===== src/rtl/mem_bus_arbiter_if.sv =====
// Shared memory bus between two requesting masters, the arbiter and a fixed-latency memory port.
// Handshake: mX_req is held with its fields stable until the one-cycle mX_gnt; mX_done pulses once when the access completes.
interface mem_bus_arbiter_if;
    logic        m0_req;
    logic        m0_we;
    logic [2:0]  m0_option;
    logic [31:0] m0_addr;
    logic [31:0] m0_wdata;
    logic        m0_gnt;
    logic        m0_done;
    logic [31:0] m0_rdata;

    logic        m1_req;
    logic        m1_we;
    logic [2:0]  m1_option;
    logic [31:0] m1_addr;
    logic [31:0] m1_wdata;
    logic        m1_gnt;
    logic        m1_done;
    logic [31:0] m1_rdata;

    logic        mem_read;
    logic        mem_write;
    logic [2:0]  mem_option;
    logic [31:0] mem_addr;
    logic [31:0] mem_wdata;
    logic [31:0] mem_rdata;

    modport slave (
        input  m0_req, m0_we, m0_option, m0_addr, m0_wdata,
        input  m1_req, m1_we, m1_option, m1_addr, m1_wdata,
        input  mem_rdata,
        output m0_gnt, m0_done, m0_rdata,
        output m1_gnt, m1_done, m1_rdata,
        output mem_read, mem_write, mem_option, mem_addr, mem_wdata
    );

    modport master (
        output m0_req, m0_we, m0_option, m0_addr, m0_wdata,
        output m1_req, m1_we, m1_option, m1_addr, m1_wdata,
        output mem_rdata,
        input  m0_gnt, m0_done, m0_rdata,
        input  m1_gnt, m1_done, m1_rdata,
        input  mem_read, mem_write, mem_option, mem_addr, mem_wdata
    );
endinterface


===== src/rtl/mem_bus_arbiter.sv =====
// Round-robin two-master arbiter that sequences one access at a time through a fixed-latency memory port.
module mem_bus_arbiter #(
    parameter int unsigned READ_LATENCY = 1
) (
    input  logic               clk,
    input  logic               reset,
    mem_bus_arbiter_if.slave   bus,
    output logic [1:0]         dbg_state
);

    typedef enum logic [1:0] {
        ST_IDLE    = 2'd0,
        ST_ACCESS  = 2'd1,
        ST_WAIT    = 2'd2,
        ST_RESPOND = 2'd3
    } state_e;

    state_e      state_q, state_d;
    logic        owner_q, owner_d;
    logic        last_grant_q, last_grant_d;
    logic [3:0]  cnt_q, cnt_d;
    logic        req_we_q, req_we_d;
    logic [2:0]  req_option_q, req_option_d;
    logic [31:0] req_addr_q, req_addr_d;
    logic [31:0] req_wdata_q, req_wdata_d;
    logic [31:0] m0_rdata_q, m0_rdata_d;
    logic [31:0] m1_rdata_q, m1_rdata_d;
    logic        win;

    always_ff @(posedge clk) begin
        if (reset) begin
            state_q      <= ST_IDLE;
            owner_q      <= 1'b0;
            last_grant_q <= 1'b1;
            cnt_q        <= 4'd0;
            req_we_q     <= 1'b0;
            req_option_q <= 3'd0;
            req_addr_q   <= 32'd0;
            req_wdata_q  <= 32'd0;
            m0_rdata_q   <= 32'd0;
            m1_rdata_q   <= 32'd0;
        end else begin
            state_q      <= state_d;
            owner_q      <= owner_d;
            last_grant_q <= last_grant_d;
            cnt_q        <= cnt_d;
            req_we_q     <= req_we_d;
            req_option_q <= req_option_d;
            req_addr_q   <= req_addr_d;
            req_wdata_q  <= req_wdata_d;
            m0_rdata_q   <= m0_rdata_d;
            m1_rdata_q   <= m1_rdata_d;
        end
    end

    always_comb begin
        state_d      = state_q;
        owner_d      = owner_q;
        last_grant_d = last_grant_q;
        cnt_d        = cnt_q;
        req_we_d     = req_we_q;
        req_option_d = req_option_q;
        req_addr_d   = req_addr_q;
        req_wdata_d  = req_wdata_q;
        m0_rdata_d   = m0_rdata_q;
        m1_rdata_d   = m1_rdata_q;
        win          = 1'b0;

        case (state_q)
            ST_IDLE: begin
                if (bus.m0_req || bus.m1_req) begin
                    // On a tie the master that did not win last time goes next.
                    win          = (bus.m0_req && bus.m1_req) ? ~last_grant_q : bus.m1_req;
                    owner_d      = win;
                    last_grant_d = win;
                    req_we_d     = win ? bus.m1_we     : bus.m0_we;
                    req_option_d = win ? bus.m1_option : bus.m0_option;
                    req_addr_d   = win ? bus.m1_addr   : bus.m0_addr;
                    req_wdata_d  = win ? bus.m1_wdata  : bus.m0_wdata;
                    state_d      = ST_ACCESS;
                end
            end
            ST_ACCESS: begin
                if (req_we_q) begin
                    state_d = ST_RESPOND;
                end else begin
                    cnt_d   = 4'(READ_LATENCY);
                    state_d = ST_WAIT;
                end
            end
            ST_WAIT: begin
                cnt_d = cnt_q - 4'd1;
                if (cnt_q == 4'd1) begin
                    if (owner_q) m1_rdata_d = bus.mem_rdata;
                    else         m0_rdata_d = bus.mem_rdata;
                    state_d = ST_RESPOND;
                end
            end
            ST_RESPOND: begin
                state_d = ST_IDLE;
            end
            default: begin
                state_d = ST_IDLE;
            end
        endcase
    end

    // All handshake outputs decode registered state only, so no input reaches them combinationally.
    assign bus.m0_gnt     = (state_q == ST_ACCESS)  && !owner_q;
    assign bus.m1_gnt     = (state_q == ST_ACCESS)  &&  owner_q;
    assign bus.m0_done    = (state_q == ST_RESPOND) && !owner_q;
    assign bus.m1_done    = (state_q == ST_RESPOND) &&  owner_q;
    assign bus.mem_write  = (state_q == ST_ACCESS)  &&  req_we_q;
    assign bus.mem_read   = (state_q == ST_ACCESS)  && !req_we_q;
    assign bus.mem_option = req_option_q;
    assign bus.mem_addr   = req_addr_q;
    assign bus.mem_wdata  = req_wdata_q;
    assign bus.m0_rdata   = m0_rdata_q;
    assign bus.m1_rdata   = m1_rdata_q;
    assign dbg_state      = state_q;

endmodule

===== src/flat_wrapper.sv =====
// flat-port wrapper written by rule: the top's interface ports become plain ports
module mem_bus_arbiter_flat 
#(
    parameter int unsigned READ_LATENCY = 1
)
  (clk, reset, dbg_state, bus_m0_req, bus_m0_we, bus_m0_option, bus_m0_addr, bus_m0_wdata, bus_m1_req, bus_m1_we, bus_m1_option, bus_m1_addr, bus_m1_wdata, bus_mem_rdata, bus_m0_gnt, bus_m0_done, bus_m0_rdata, bus_m1_gnt, bus_m1_done, bus_m1_rdata, bus_mem_read, bus_mem_write, bus_mem_option, bus_mem_addr, bus_mem_wdata);
  mem_bus_arbiter_if bus_i ();
  input  logic clk;
  input  logic reset;
  output logic [1:0] dbg_state;
  input wire logic [$bits(bus_i.m0_req)-1:0] bus_m0_req;
  input wire logic [$bits(bus_i.m0_we)-1:0] bus_m0_we;
  input wire logic [$bits(bus_i.m0_option)-1:0] bus_m0_option;
  input wire logic [$bits(bus_i.m0_addr)-1:0] bus_m0_addr;
  input wire logic [$bits(bus_i.m0_wdata)-1:0] bus_m0_wdata;
  input wire logic [$bits(bus_i.m1_req)-1:0] bus_m1_req;
  input wire logic [$bits(bus_i.m1_we)-1:0] bus_m1_we;
  input wire logic [$bits(bus_i.m1_option)-1:0] bus_m1_option;
  input wire logic [$bits(bus_i.m1_addr)-1:0] bus_m1_addr;
  input wire logic [$bits(bus_i.m1_wdata)-1:0] bus_m1_wdata;
  input wire logic [$bits(bus_i.mem_rdata)-1:0] bus_mem_rdata;
  output wire logic [$bits(bus_i.m0_gnt)-1:0] bus_m0_gnt;
  output wire logic [$bits(bus_i.m0_done)-1:0] bus_m0_done;
  output wire logic [$bits(bus_i.m0_rdata)-1:0] bus_m0_rdata;
  output wire logic [$bits(bus_i.m1_gnt)-1:0] bus_m1_gnt;
  output wire logic [$bits(bus_i.m1_done)-1:0] bus_m1_done;
  output wire logic [$bits(bus_i.m1_rdata)-1:0] bus_m1_rdata;
  output wire logic [$bits(bus_i.mem_read)-1:0] bus_mem_read;
  output wire logic [$bits(bus_i.mem_write)-1:0] bus_mem_write;
  output wire logic [$bits(bus_i.mem_option)-1:0] bus_mem_option;
  output wire logic [$bits(bus_i.mem_addr)-1:0] bus_mem_addr;
  output wire logic [$bits(bus_i.mem_wdata)-1:0] bus_mem_wdata;
  assign bus_i.m0_req = bus_m0_req;
  assign bus_i.m0_we = bus_m0_we;
  assign bus_i.m0_option = bus_m0_option;
  assign bus_i.m0_addr = bus_m0_addr;
  assign bus_i.m0_wdata = bus_m0_wdata;
  assign bus_i.m1_req = bus_m1_req;
  assign bus_i.m1_we = bus_m1_we;
  assign bus_i.m1_option = bus_m1_option;
  assign bus_i.m1_addr = bus_m1_addr;
  assign bus_i.m1_wdata = bus_m1_wdata;
  assign bus_i.mem_rdata = bus_mem_rdata;
  assign bus_m0_gnt = bus_i.m0_gnt;
  assign bus_m0_done = bus_i.m0_done;
  assign bus_m0_rdata = bus_i.m0_rdata;
  assign bus_m1_gnt = bus_i.m1_gnt;
  assign bus_m1_done = bus_i.m1_done;
  assign bus_m1_rdata = bus_i.m1_rdata;
  assign bus_mem_read = bus_i.mem_read;
  assign bus_mem_write = bus_i.mem_write;
  assign bus_mem_option = bus_i.mem_option;
  assign bus_mem_addr = bus_i.mem_addr;
  assign bus_mem_wdata = bus_i.mem_wdata;
  mem_bus_arbiter #(.READ_LATENCY(READ_LATENCY)) u_core (.clk(clk), .reset(reset), .bus(bus_i), .dbg_state(dbg_state));
endmodule

===== config.mk =====
export PLATFORM = sky130hd
export DESIGN_NAME = mem_bus_arbiter_flat
export DESIGN_NICKNAME = d
export VERILOG_FILES = /design/src/rtl/mem_bus_arbiter_if.sv /design/src/rtl/mem_bus_arbiter.sv /design/src/flat_wrapper.sv
export SDC_FILE = /design/constraint.sdc
export NUM_CORES = 1
export LEC_CHECK = 0
export CAP_MARGIN = 10
export CORE_MARGIN = 2
export CORE_UTILIZATION = 30
export DETAILED_ROUTE_END_ITERATION = 7
export PLACE_DENSITY = 0.72
export SKIP_CTS_REPAIR_TIMING = 1
export SLEW_MARGIN = 0
export SYNTH_ARGS = -nofsm -noshare
export SYNTH_HDL_FRONTEND = slang
export SYNTH_SLANG_ARGS = --single-unit
export TNS_END_PERCENT = 5

===== constraint.sdc =====
create_clock -name clk -period 2 [get_ports clk]
set_clock_uncertainty 0.15 [all_clocks]
set_input_delay 0.3 -clock clk [delete_from_list [all_inputs] [get_ports clk]]
set_output_delay 0.3 -clock clk [all_outputs]
set_load 0.02 [all_outputs]

==> qor.csv <==
metric;value;unit
clock buffer depth;2;
cells along the critical path;clkdlybuf4s50_1;
dpl hpwl;13000;µm
Final Net Count;1129;
Max-Slew Margin vs Limit;0.639;
RR Endpoint;u_core.dbg_state[1]$_SDFFE_PP0P_;
fraction of layout instances using a drive strength above 1;0.0747;
Worst setup SP type;flop;
type of the worst setup path;flop to primary output;
worst reg2reg startpoint;u_core.cnt_q[1]$_SDFFE_PP0P_;
WL final;17600;µm
fin cells;1198;
Port Buffers;310;
Simple-Gate Fraction of Synth Area;0.157;
Mapped Nets;823;
Critical Path RT;1.55;ns
CTS tree;done;
Reg power frac;0.336;
status;complete, no violations;
final hold slack;0.212;ns
f_max;527;MHz
worst setup margin;0.104;ns
XOR/XNOR share of the synthesized area;0;
RSZ-0062 raised after global routing;yes;
Top delay family on crit path;buffers and inverters;
first-pass GRT wire length;27700;µm
WP depth;1;
slew of the pin with the lowest slew margin;0.542;ns
largest net degree at the start of global routing;45;
clk sinks;140;
placed cell areas;0.00921;mm²
DRT Pass-1 Iters;8;
Slowest cell on crit path;clkdlybuf4s50_1;
WP data arrival;1.45;ns
Leakage;3.66;nW
Row Count;50;
max incr delay on CP;0.67;ns
Mean Syn Cell Area;8.82;µm²
chip width;142;µm
Routed wire per std cell;14.7;µm
clock-pin slew on the worst setup and hold paths;0.07;ns
PwrDens;1150;mW/mm²
largest family of logic cells by synthesized area;compound AO/OA/AOI/OAI gates;
routability cong.;0.796;
Pwr Total;11.3;mW
Internal Power;7.27;mW
final instance area;0.00978;mm²
Vias;5542;
CP Buf/Inv Count;1;
Final Hold Fails;0;
worst setup path start;u_core.bus.mem_wdata[4]$_SDFFE_PP0P_;
DP Cell Count;1166;
final slew viol count;0;
Chip Height;142;µm
Min-Delay Path Class;input port to flop;
Area Growth Syn to Fin;71.8;%
core footprint;0.0186;mm²
Seq cells post-synth;140;
R2R setup slack;0.18;ns
Antenna diodes;0;
sequential element share of the synthesized area;0.492;
peak supply drop;558;µV
vias in the first global route;5569;
Final ANT Viol Nets;0;
max cap viols;0;
switch share;0.355;
post-synthesis adder-cell area fraction;0.0132;
Root Buffer;clkbuf_16;
DR iter-0 viols;158;
IO Count;311;
post-route clock period utilization;0.948;
clock power share;0.266;
initial antenna violation count;0;
DR DRC count;0;
Reg2Reg Depth;6;
post-place setup slack;-0.0289;ns
Syn Inst Count;645;
Comb power frac;0.398;
Yosys cell types;30;
GRT Total Usage;0.175;
Compound-Gate Fraction of Synth Area;0.162;
GR Overflow Total;0;
Psw;4.01;mW
CP max FO;2;
insertion delay to the later sink of the worst-skew pair;0.41;ns
fin crit period;1.90;ns
crit end category;primary output;
CTS H-tree lvls;4;
die area;0.0201;mm²
Cell Area, Synth;0.00569;mm²
final setup vio count;0;
Via density;4.63;
TritonCTS buffer count;17;
crit path to;bus_mem_wdata[4];
initial core utilization;0.305;
warnings from Yosys;0;
mux contribution to synthesized area;0.123;
[cell families (layout without fill, tap and decap cells)]
family	Yosys count	in the layout
and+or+nand+nor	224	224
AOI/OAI and AO/OA	147	147
DFF	140	140
muxes	70	70
buffers and inverters	58	377
adders and majority gates	6	6
[stage by stage]
stage                      util  setup TNS, ns
after detailed placement  0.494        -0.0892
after floorplan               -              0
final                     0.524              0
after global placement    0.494              0
after CTS                 0.524          -1.84
after global routing      0.524       -0.00310
[cell usage after synthesis, drive strengths merged]
| library cell | instances | area share |
|---|---|---|
| clkbuf | 22 | 0.015 |
| buf | 31 | 0.034 |
| nor2b | 6 | 0.0066 |
| and3b | 1 | 0.0015 |
| and3 | 1 | 0.0011 |
| and2 | 3 | 0.0033 |
| nor2 | 74 | 0.049 |
| o21a | 1 | 0.0013 |
| nor3 | 2 | 0.0018 |
| and4bb | 1 | 0.0022 |
| ha | 6 | 0.013 |
| inv | 5 | 0.0033 |
| a211oi | 70 | 0.092 |
| mux2i | 69 | 0.12 |
| nand2 | 132 | 0.087 |
| a31oi | 1 | 0.0011 |
| a21boi | 1 | 0.0013 |
| nand3b | 1 | 0.0013 |
| or3b | 1 | 0.0015 |
| a22oi | 2 | 0.0026 |
| mux2 | 1 | 0.0020 |
| o21ai | 2 | 0.0018 |
| dfxtp | 140 | 0.49 |
| a21oi | 70 | 0.062 |
| nand2b | 1 | 0.0011 |
| or2 | 1 | 0.0011 |
[area by class of cell]
cell class | count | area, µm²
flip-flops and latches | 140 | 2800
multi-input cells | 447 | 2620
fillers | 1769 | 8860
clock buffers | 17 | 425
repair buffers | 340 | 3490
inverters | 5 | 18.8
clock inverters | 15 | 129
well taps | 234 | 293
[routing by layer]
metal,track usage,part of all wire,routed length [µm]
met5,0,0,0
met2,0.306,0.50,8700
met1,0.197,0.40,6970
met3,0.0624,0.093,1630
met4,0.0600,0.014,254
[flip-flops by register name, indices dropped and copies added, names as in the netlist]
signal / flops
u_core.bus.m0_rdata: 32
u_core.bus.m1_rdata: 32
u_core.bus.mem_addr: 32
u_core.bus.mem_wdata: 32
u_core.cnt_q: 4
u_core.bus.mem_option: 3
u_core.dbg_state: 2
u_core.last_grant_q: 1
u_core.owner_q: 1
u_core.req_we_q: 1
[placed cells by master, fill, tap and decap left out, types with 2 or more instances in the layout]
cell type          n
nor3_1             2
clkdlybuf4s50_1  301
dlymetal6s2s_1     7
clkbuf_16         17
inv_1              5
clkinvlp_4         6
and2_1             3
mux2i_1           69
ha_2               2
nor2_1            74
buf_4             19
inv_8              2
nand2_1          132
o21ai_0            2
ha_1               4
a22oi_1            2
dfxtp_1          140
inv_6              7
nor2b_1            5
buf_12            12
a211oi_1          70
a21oi_1           70
[worst min-delay path by stage]
| stage | from | endpoint | slack (ns) | cells past startpoint |
|---|---|---|---|---|
| after floorplan | bus_mem_rdata[18] | u_core.bus.m1_rdata[18]$_SDFFE_PP0P_ | 0.29 | 2 |
| after global placement | u_core.bus.m1_rdata[4]$_SDFFE_PP0P_ | u_core.bus.m1_rdata[4]$_SDFFE_PP0P_ | 0.29 | 2 |
| after detailed placement | u_core.bus.m0_rdata[21]$_SDFFE_PP0P_ | u_core.bus.m0_rdata[21]$_SDFFE_PP0P_ | 0.30 | 2 |
| after CTS | reset | u_core.cnt_q[3]$_SDFFE_PP0P_ | 0.20 | 2 |
| after global routing | reset | u_core.cnt_q[3]$_SDFFE_PP0P_ | 0.23 | 2 |
| final | reset | u_core.cnt_q[3]$_SDFFE_PP0P_ | 0.21 | 2 |
[power groups by stage]
stage	registers [mW]	clock network (mW)	logic, mW
2_1_floorplan	4.57	0	1.61
6_report	3.79	2.99	4.49
5_1_grt	3.88	3.22	4.86
3_5_place_dp	3.85	0	4.55
3_3_place_gp	3.83	0	4.51
4_1_cts	3.80	3.09	4.56
Note: power is estimated with default switching activity, not from simulation.
